<file path="src/rtl/audio_pkg.sv">
// Shared clip identifiers and the default ROM layout for the game's sound effects.
package audio_pkg;

  localparam int CLIP_WIN    = 0;
  localparam int CLIP_MOO    = 1;
  localparam int CLIP_DETECT = 2;
  localparam int CLIP_CHEER  = 3;

  localparam int DEFAULT_NUM_CLIPS = 4;
  localparam int DEFAULT_ADDR_W    = 18;

  // Clip 0 sits in the least significant field of each packed table.
  localparam logic [DEFAULT_NUM_CLIPS*DEFAULT_ADDR_W-1:0] DEFAULT_CLIP_START =
    {18'd83255, 18'd66983, 18'd16396, 18'd0};
  localparam logic [DEFAULT_NUM_CLIPS*DEFAULT_ADDR_W-1:0] DEFAULT_CLIP_END =
    {18'd137138, 18'd83254, 18'd66982, 18'd16395};

endpackage

</file>
<file path="src/rtl/sample_rate_divider.sv">
// Free-running 0..DIV_COUNT-1 counter; tick_o is high on the last count.
module sample_rate_divider #(
  parameter int DIV_COUNT = 1200
) (
  input  logic clk_i,
  input  logic reset_i,
  input  logic clear_i,
  output logic tick_o
);

  localparam int CNT_W = $clog2(DIV_COUNT);
  localparam logic [CNT_W-1:0] LAST = CNT_W'(DIV_COUNT - 1);

  logic [CNT_W-1:0] cnt_q;

  // NOTE: sequential state uses non-blocking assignments so every flop samples pre-edge values.
  always_ff @(posedge clk_i) begin
    if (reset_i || clear_i) begin
      cnt_q <= '0;
    end else if (cnt_q == LAST) begin
      cnt_q <= '0;
    end else begin
      cnt_q <= cnt_q + CNT_W'(1);
    end
  end

  assign tick_o = (cnt_q == LAST);

endmodule

</file>
<file path="src/rtl/audio_clip_player.sv">
// Clip playback engine: walks a clip's ROM address range at the sample rate and
// hands each sample to the Audio_Controller, with loop, stop and pre-emption.
module audio_clip_player
  import audio_pkg::*;
#(
  parameter int ADDR_W    = 18,
  parameter int SAMPLE_W  = 6,
  parameter int OUT_W     = 32,
  parameter int NUM_CLIPS = 4,
  localparam int CLIP_W   = (NUM_CLIPS > 1) ? $clog2(NUM_CLIPS) : 1,
  parameter logic [NUM_CLIPS*ADDR_W-1:0] CLIP_START = DEFAULT_CLIP_START,
  parameter logic [NUM_CLIPS*ADDR_W-1:0] CLIP_END   = DEFAULT_CLIP_END,
  parameter int DIV_COUNT = 1200,
  parameter bit PREEMPT   = 1'b1,
  parameter bit STEREO    = 1'b0
) (
  input  logic                CLOCK_50,
  input  logic                reset,
  input  logic                play_req,
  input  logic [CLIP_W-1:0]   play_clip,
  input  logic                play_loop,
  input  logic                stop,
  output logic                play_ack,
  output logic                busy,
  output logic                done,
  output logic [ADDR_W-1:0]   rom_addr,
  input  logic [SAMPLE_W-1:0] rom_q,
  input  logic                audio_out_allowed,
  output logic                write_audio_out,
  output logic [OUT_W-1:0]    left_channel_audio_out,
  output logic [OUT_W-1:0]    right_channel_audio_out,
  output logic [7:0]          drop_count
);

  localparam logic [0:0] ST_IDLE = 1'b0;
  localparam logic [0:0] ST_PLAY = 1'b1;
  localparam logic [CLIP_W:0] NUM_CLIPS_L = (CLIP_W + 1)'(NUM_CLIPS);

  logic [ADDR_W-1:0] start_tbl [NUM_CLIPS];
  logic [ADDR_W-1:0] end_tbl   [NUM_CLIPS];

  for (genvar i = 0; i < NUM_CLIPS; i++) begin : g_tbl
    assign start_tbl[i] = CLIP_START[i*ADDR_W +: ADDR_W];
    assign end_tbl[i]   = CLIP_END[i*ADDR_W +: ADDR_W];
  end

  logic [0:0]          state_q, state_d;
  logic [CLIP_W-1:0]   clip_q, clip_d;
  logic                loop_q, loop_d;
  logic [ADDR_W-1:0]   addr_q, addr_d;
  logic [SAMPLE_W-1:0] sample_q;
  logic                ack_q, ack_d;
  logic                done_q, done_d;
  logic [7:0]          drop_q, drop_d;

  logic tick, playing, tick_play, accept, at_end;

  assign playing   = (state_q == ST_PLAY);
  assign tick_play = playing && tick;
  assign at_end    = (addr_q == end_tbl[clip_q]);
  assign accept    = play_req && !stop && ({1'b0, play_clip} < NUM_CLIPS_L)
                     && (!playing || PREEMPT);

  sample_rate_divider #(
    .DIV_COUNT (DIV_COUNT)
  ) u_div (
    .clk_i   (CLOCK_50),
    .reset_i (reset),
    .clear_i (!playing || accept),
    .tick_o  (tick)
  );

  // NOTE: every variable gets a default first so no path leaves it unassigned (no latch).
  always_comb begin
    state_d = state_q;
    clip_d  = clip_q;
    loop_d  = loop_q;
    addr_d  = addr_q;
    ack_d   = 1'b0;
    done_d  = 1'b0;
    drop_d  = drop_q;
    if (stop) begin
      state_d = ST_IDLE;
    end else begin
      if (tick_play) begin
        if (!audio_out_allowed && drop_q != 8'hFF) drop_d = drop_q + 8'd1;
        if (!at_end) begin
          addr_d = addr_q + ADDR_W'(1);
        end else if (loop_q) begin
          addr_d = start_tbl[clip_q];
        end else begin
          state_d = ST_IDLE;
          done_d  = 1'b1;
        end
      end
      // A new request overrides the end-of-clip transition but keeps its done pulse.
      if (accept) begin
        state_d = ST_PLAY;
        clip_d  = play_clip;
        loop_d  = play_loop;
        addr_d  = start_tbl[play_clip];
        ack_d   = 1'b1;
      end
    end
  end

  always_ff @(posedge CLOCK_50) begin
    if (reset) begin
      state_q  <= ST_IDLE;
      clip_q   <= '0;
      loop_q   <= 1'b0;
      addr_q   <= '0;
      sample_q <= '0;
      ack_q    <= 1'b0;
      done_q   <= 1'b0;
      drop_q   <= '0;
    end else begin
      state_q  <= state_d;
      clip_q   <= clip_d;
      loop_q   <= loop_d;
      addr_q   <= addr_d;
      sample_q <= rom_q;
      ack_q    <= ack_d;
      done_q   <= done_d;
      drop_q   <= drop_d;
    end
  end

  assign play_ack   = ack_q;
  assign busy       = playing;
  assign done       = done_q;
  assign rom_addr   = addr_q;
  assign drop_count = drop_q;

  assign write_audio_out         = tick_play && audio_out_allowed && !stop;
  assign left_channel_audio_out  = playing ? {sample_q, {(OUT_W-SAMPLE_W){1'b0}}} : '0;
  assign right_channel_audio_out = STEREO ? left_channel_audio_out : '0;

endmodule

</file>
<file path="config.mk">
export PLATFORM = sky130hd
export DESIGN_NAME = audio_clip_player
export DESIGN_NICKNAME = d
export VERILOG_FILES = /design/src/rtl/audio_pkg.sv /design/src/rtl/sample_rate_divider.sv /design/src/rtl/audio_clip_player.sv
export SDC_FILE = /design/constraint.sdc
export NUM_CORES = 1
export LEC_CHECK = 0
export ABC_AREA = 1
export CORE_MARGIN = 4
export CORE_UTILIZATION = 44
export CTS_BUF_LIST = sky130_fd_sc_hd__clkbuf_8
export CTS_CLUSTER_SIZE = 40
export DETAILED_ROUTE_END_ITERATION = 16
export HOLD_SLACK_MARGIN = 0.08
export PLACE_DENSITY_LB_ADDON = 0.08
export SYNTH_ARGS = -nofsm -noshare
export SYNTH_HDL_FRONTEND = slang
export SYNTH_SLANG_ARGS = --single-unit
</file>
<file path="constraint.sdc">
create_clock -name CLOCK_50 -period 2 [get_ports CLOCK_50]
set_input_delay 0.4 -clock CLOCK_50 [delete_from_list [all_inputs] [get_ports CLOCK_50]]
set_output_delay 0.4 -clock CLOCK_50 [all_outputs]
set_load 0.03 [all_outputs]
</file>
==> results of run 1 <==
==> cell type report <==
type,count,share of cell area
well taps,102,0.02690
clock buffers,5,0.01450
flip-flops and latches,49,0.2081
inverters,69,0.05512
repair buffers,121,0.2360
multi-input cells,424,0.4539
clock inverters,3,0.005538
==> registers in the layout, indices dropped and copies added (netlist names) <==
register     flops
loop_q           1
u_div.cnt_q     11
play_ack         1
sample_q         6
rom_addr        18
clip_q           2
busy             1
drop_count       8
done             1
==> synthesized netlist by cell type <==
master    instances  area share
dfxtp_1          49        0.28
or2_2             2      0.0035
nor2_1           90       0.096
conb_1            1      0.0011
and3_1            1      0.0018
nor3_4            1      0.0046
nand2_1         125        0.13
clkbuf_1          6      0.0064
nor3b_1           3      0.0064
inv_2             5      0.0053
xor2_1           12       0.030
nand4_1          10       0.018
ha_1              7       0.025
nor2_2            2      0.0035
buf_6             3      0.0096
buf_2             7      0.0099
a21oi_4           1      0.0046
nor4_1            1      0.0018
a21oi_1          25       0.035
o21ai_0          20       0.028
nand2_2           3      0.0053
a21oi_2           1      0.0025
nor3_1           11       0.016
o21ai_1           5      0.0071
nor2_4            1      0.0032
nand3_2           1      0.0028
nand3_1          37       0.052
o21a_1            2      0.0042
xnor2_1           4      0.0099
buf_4            60        0.13
o21bai_1          1      0.0021
inv_1            64       0.068
==> worst max path at each step <==
stage,start,endpoint,slack [ps],cells past startpoint
after floorplan,clip_q[0],rom_addr[0],80,12
after global placement,clip_q[0],rom_addr[15],-160,14
after detailed placement,clip_q[0],rom_addr[15],-180,14
after CTS,u_div.cnt_q[0],write_audio_out,-20,10
after global routing,clip_q[1],rom_addr[13],-130,14
final,clip_q[1],rom_addr[13],-40,14
==> metrics by stage <==
step	instances	setup slack [ps]	power, uW	cell area [um2]
final	773	-42.07	2311	4745
after floorplan	618	78.58	1517	3751
after global routing	773	-133.0	2418	4745
after global placement	751	-156.1	1622	4285
after detailed placement	751	-183.3	1621	4285
after CTS	766	-19.79	2276	4488
==> critical path, cell delays in order (launching register included) <==
cell and delay, ps:
dfxtp_2 350, buf_6 130, ha_4 200, nand2_4 70, buf_6 90, nand2_1 50, nor2_1 140, nand2_1 110
nor2_4 110, nand3_2 100, buf_6 130, a21oi_4 180, buf_6 160, nand2_1 60, a21oi_1 110
==> cell families after synthesis <==
kind of cell / after synthesis / share of synthesized area
buf+inv: 145 / 0.2264
flops: 49 / 0.2773
compound gates: 55 / 0.08419
simple gates: 288 / 0.3467
other cells: 1 / 0.001060
fa+ha+maj: 7 / 0.02476
xor+xnor: 16 / 0.03962
==> power by group through the flow <==
stage / clock, uW / sequential (uW) / combinational (uW)
global placement: 0 / 1050 / 576
detailed placement: 0 / 1050 / 575
finish: 641 / 1030 / 644
global route: 699 / 1030 / 691
CTS: 659 / 1020 / 593
floorplan: 0 / 1080 / 440
==> repair_timing <==
item / in CTS / in global routing
endpoints found under the setup margin: 29 / 37
hold buffers: 0 / 0
pin swaps: 7 / 24
setup buffers: 7 / 7
gates resized for setup: 24 / 64
==> layer usage <==
layer / part of all wire / vias up / routed length [um] / global-route usage
met5: 0 / - / 0 / 0
met4: 0.024 / 0 / 256 / 0.05644
met3: 0.061 / 21 / 641 / 0.02943
met2: 0.49 / 124 / 5093 / 0.3606
met1: 0.43 / 1695 / 4498 / 0.2557
li1: - / 1847 / - / -
==> run metrics, run 1 <==
period utilization 1.021; post-route antenna net violation count 0; commonest cells after routing, fill and taps aside nand2_1, nor2_1, buf_4; synthesis-to-layout area growth 34.14%; die extent in y 97.66 um; Post-Route Utilization 0.6108; Worst Skew 11.50 ps; CTS tree yes; RR Endpoint rom_addr[13]; Final Max Tran Viols 0; clk slew on worst S/H paths 110 ps; WP data required 2250 ps; drt first pass iters 6; Via-to-Cell Ratio 4.770; DRC viols 0; DP HPWL 7955 um; Int Power 1479 uW; Synth cell types 32; Placer Congestion 0.9990; Nets 691; fmax 489.7 MHz; Seq/Total Area, Yosys 0.2773; average wire per standard cell 13.57 um; Top-Level Pins 108; Register-to-Register Path Depth 14; Clk pwr share 0.278; Post-Syn Instances 561; Switching Power 832.0 uW; CTS H-tree lvls 2; global route overflow 0; CP max FO 7; Hold Worst Slack 478.8 ps; Post-Syn Area 3537 um2; Longest Clk Path Bufs 2; antenna violations before repair 0; hold_sp u_div.cnt_q[10]; overall routing resource usage 0.2035; 1st-iter DRT viols 199; Antenna Cells 0; final wirelength 10490 um; hold crit path type flop to flop; worst skew pair latency 310 ps; vias in the first global route 3285; status complete, but fails checks; storage element area 987.2 um2; multi-input logic area 2153 um2; R2R Setup Slk -40 ps; Power Dens Cells 487.1 nW/um2; P_leak 0.002444 uW; global-route wire length before repair 15960 um; die area 9537 um2; layout cells sized above 1 0.2072; vias 3687; Critical Path Source Type flop; Critical Path AT 2300 ps; Root Buffer clkbuf_8; largest net degree at the start of global routing 23; RSZ-0062 raised after global routing true; endpoint class of the critical path flop; power share of the combinational group 0.279; Sw Share 0.3601; Period minus WS final 2042 ps; CTS buffer count 5; Setup CP Type flop to flop; Cell Rows 32; hold depth 2; Synth Register Bits 49; Core ar. 7767 um2; clk sinks 49; # fillers 768; die width 97.66 um; R2R Path Start clip_q[1]; final hold vios 0; Buffers on Ports 49; commonest non-fill, non-tap cell in the layout nand2_1; sequential power share 0.444; Final WS setup -42.07 ps; Starting Density 0.4554; Yosys Warn Count 0; final setup fails 7; Final TNS setup -187.5 ps; Hold Path End u_div.cnt_q[10]; failing checks negative setup slack; worst vdd ir 0.0002671 V; maxcap violations 0; syn avg cell area 6.305 um2
No activity file was read; power rests on OpenSTA's default activity.
==> run 2: changes to the inputs <==
SLEW_MARGIN = 20   (was unset)
==> results of run 2 <==
Final layout, timing and power as in run 1 (identical DEF).
==> run 3: changes to the inputs <==
CORE_UTILIZATION = 52   (was 44)
CTS_CLUSTER_SIZE = 16   (was 40)
clock period = 2.5 ns   (was 2 ns; I/O delays follow)
==> run 3 against run 2 <==
  * Sequential share of layout area up 3.5 points
  * Critical endpoint is now rom_addr[0]
  * The run now ends clean
  * Via count down 8.2%
  * Non-clock buffer count down 54
==> run metrics, run 3 (synthesis gave the netlist of run 1 again) <==
status finished, final reports clean; Power Dens Cells 424.7 nW/um2 (-13%); overall routing resource usage 0.2165 (+0.01300); die extent in y 90.48 um (-7.4%); Setup CP Type flop to flop; setup bufs post-CTS 0 (-7); Period minus WS final 2280 ps (+238.2 ps); Via-to-Cell Ratio 4.878 (+2.3%); worst vdd ir 0.0002421 V (-9.3%); DRC viols 0 (unchanged); Root Buffer clkbuf_8; Final Max Tran Viols 0 (unchanged); Cell Rows 29 (-9.4%); worst skew pair latency 300 ps (about the same); die width 90.48 um (-7.4%); critical path's slowest cell dfxtp_1; CTS buffer count 5 (unchanged); commonest cells after routing, fill and taps aside nand2_1, nor2_1, inv_1; Post-Route Utilization 0.6246 (+0.01374); clk slew on worst S/H paths 100 ps (about the same); antenna violations before repair 0 (unchanged); synthesis-to-layout area growth 14.04%; post-route antenna net violation count 0 (unchanged); Core ar. 6459 um2 (-17%); fmax 438.5 MHz (-10%); die area 8186 um2 (-14%); Antenna Cells 0 (unchanged); WP data required 2700 ps (+450 ps); Placer Congestion 0.9279 (-7.1%); CTS H-tree lvls 2 (unchanged); Critical Path AT 2480 ps (+180 ps); layout cells sized above 1 0.07455 (-0.1326); global-route wire length before repair 14940 um (-6.4%); CTS tree yes; final wirelength 8875 um (-15%); Worst Skew 8.562 ps (-2.935 ps); Critical Path Source Type flop; Longest Clk Path Bufs 2 (unchanged); RSZ-0062 raised after global routing false; slowest stage delay, CP 340 ps (about the same); maxcap violations 0 (unchanged); largest net degree at the start of global routing 21 (-8.7%); vias in the first global route 3157 (-3.9%); # fillers 642 (-16%); endpoint class of the critical path flop; most used cell, CP nand2_1; Post-CTS Hold Fix Bufs 0 (unchanged); CP Cell Sequence buf_4, ha_1, inv_2, nand2_1, nand2_1, nor2_1, nand2_1, nor2_4, nand3_2, nand2_1, nand2_2, o21ai_0, nor2_1; P_leak 0.001926 uW (-21%); drt first pass iters 4 (-2); vias 3385 (-8.2%); Register-to-Register Path Depth 13 (-1); clk sinks 49 (unchanged); max reg flops 18 (unchanged); final setup fails 0 (-7); average wire per standard cell 12.79 um (-5.8%); Hold Worst Slack 467.7 ps (-11.05 ps); period utilization 0.9121 (-0.1089); post-place setup slack 107.2 ps (+290.5 ps); Final WS setup 219.7 ps (+261.8 ps); Starting Density 0.5477 (+0.09228); Top-Level Pins 108 (unchanged); multi-input logic area 1974 um2 (-8.3%); commonest non-fill, non-tap cell in the layout nand2_1; 1st-iter DRT viols 177 (-11%); storage element area 980.9 um2 (-0.63%); Resize count post-CTS 1 (-96%); global route overflow 0 (unchanged); Final TNS setup 0 ps (+187.5 ps); final hold vios 0 (unchanged); Nets 637 (-7.8%); DP HPWL 7044 um (-11%); Buffers on Ports 49 (unchanged); CP max FO 20 (+13); hold crit path type flop to flop; hold depth 1 (-1)
run 3: changes by cell type in the layout (fill, tap and decap cells not counted), moves of 6 or more:
cell,change
inv_1,+6
nand2_1,+9
o21ai_0,+6
clkdlybuf4s50_1,+14
buf_6,-8
buf_4,-45
dlymetal6s2s_1,-11
nor2_4,-6
nor2_1,+9
run 3: power by group:
| part | total [uW] | switching (uW) | internal, uW |
|---|---|---|---|
| Combinational | 415 | 293 | 122 |
| Sequential | 826 | 25.0 | 801 |
| Clock | 472 | 274 | 199 |
| Total | 1710 | 591 | 1120 |
run 3: metrics by stage:
step           area, um2  instances  power, uW
5_1_grt             4034        694       1799
2_1_floorplan       3751        618       1214
6_report            4034        694       1713
3_5_place_dp        3944        686       1252
3_3_place_gp        3944        686       1249
4_1_cts             4033        694       1725
run 3: path summary, 6_finish.rpt:
| check | from | endpoint | slack [ps] |
|---|---|---|---|
| max | clip_q[1] | rom_addr[0] | 220 |
| max reg2reg | clip_q[1] | rom_addr[0] | 220 |
| min reg2reg | u_div.cnt_q[0] | u_div.cnt_q[0] | 470 |
| min | u_div.cnt_q[0] | u_div.cnt_q[0] | 470 |
run 3: area by class of cell:
cell class,count,share of cell area
Timing Repair Buffer,67,0.1569
Clock buffer,5,0.01706
Tap cell,77,0.02388
Sequential cell,49,0.2432
Multi-Input combinational cell,424,0.4895
Clock inverter,3,0.005273
Inverter,69,0.06421
run 3: routing by layer:
layer  track usage  wire length, um
met5             0                0
met4       0.08036              153
met3       0.03333              498
met2        0.3650             4293
met1        0.2775             3929
run 3: critical path: cells and delay by family, from the launching register on:
family	cells	cell delay, ps
AND/OR/NAND/NOR	9	1020
flip-flops	1	340
adder cells (fa/ha/maj)	1	300
buffers and inverters	2	260
AO/OA/AOI/OAI	1	250
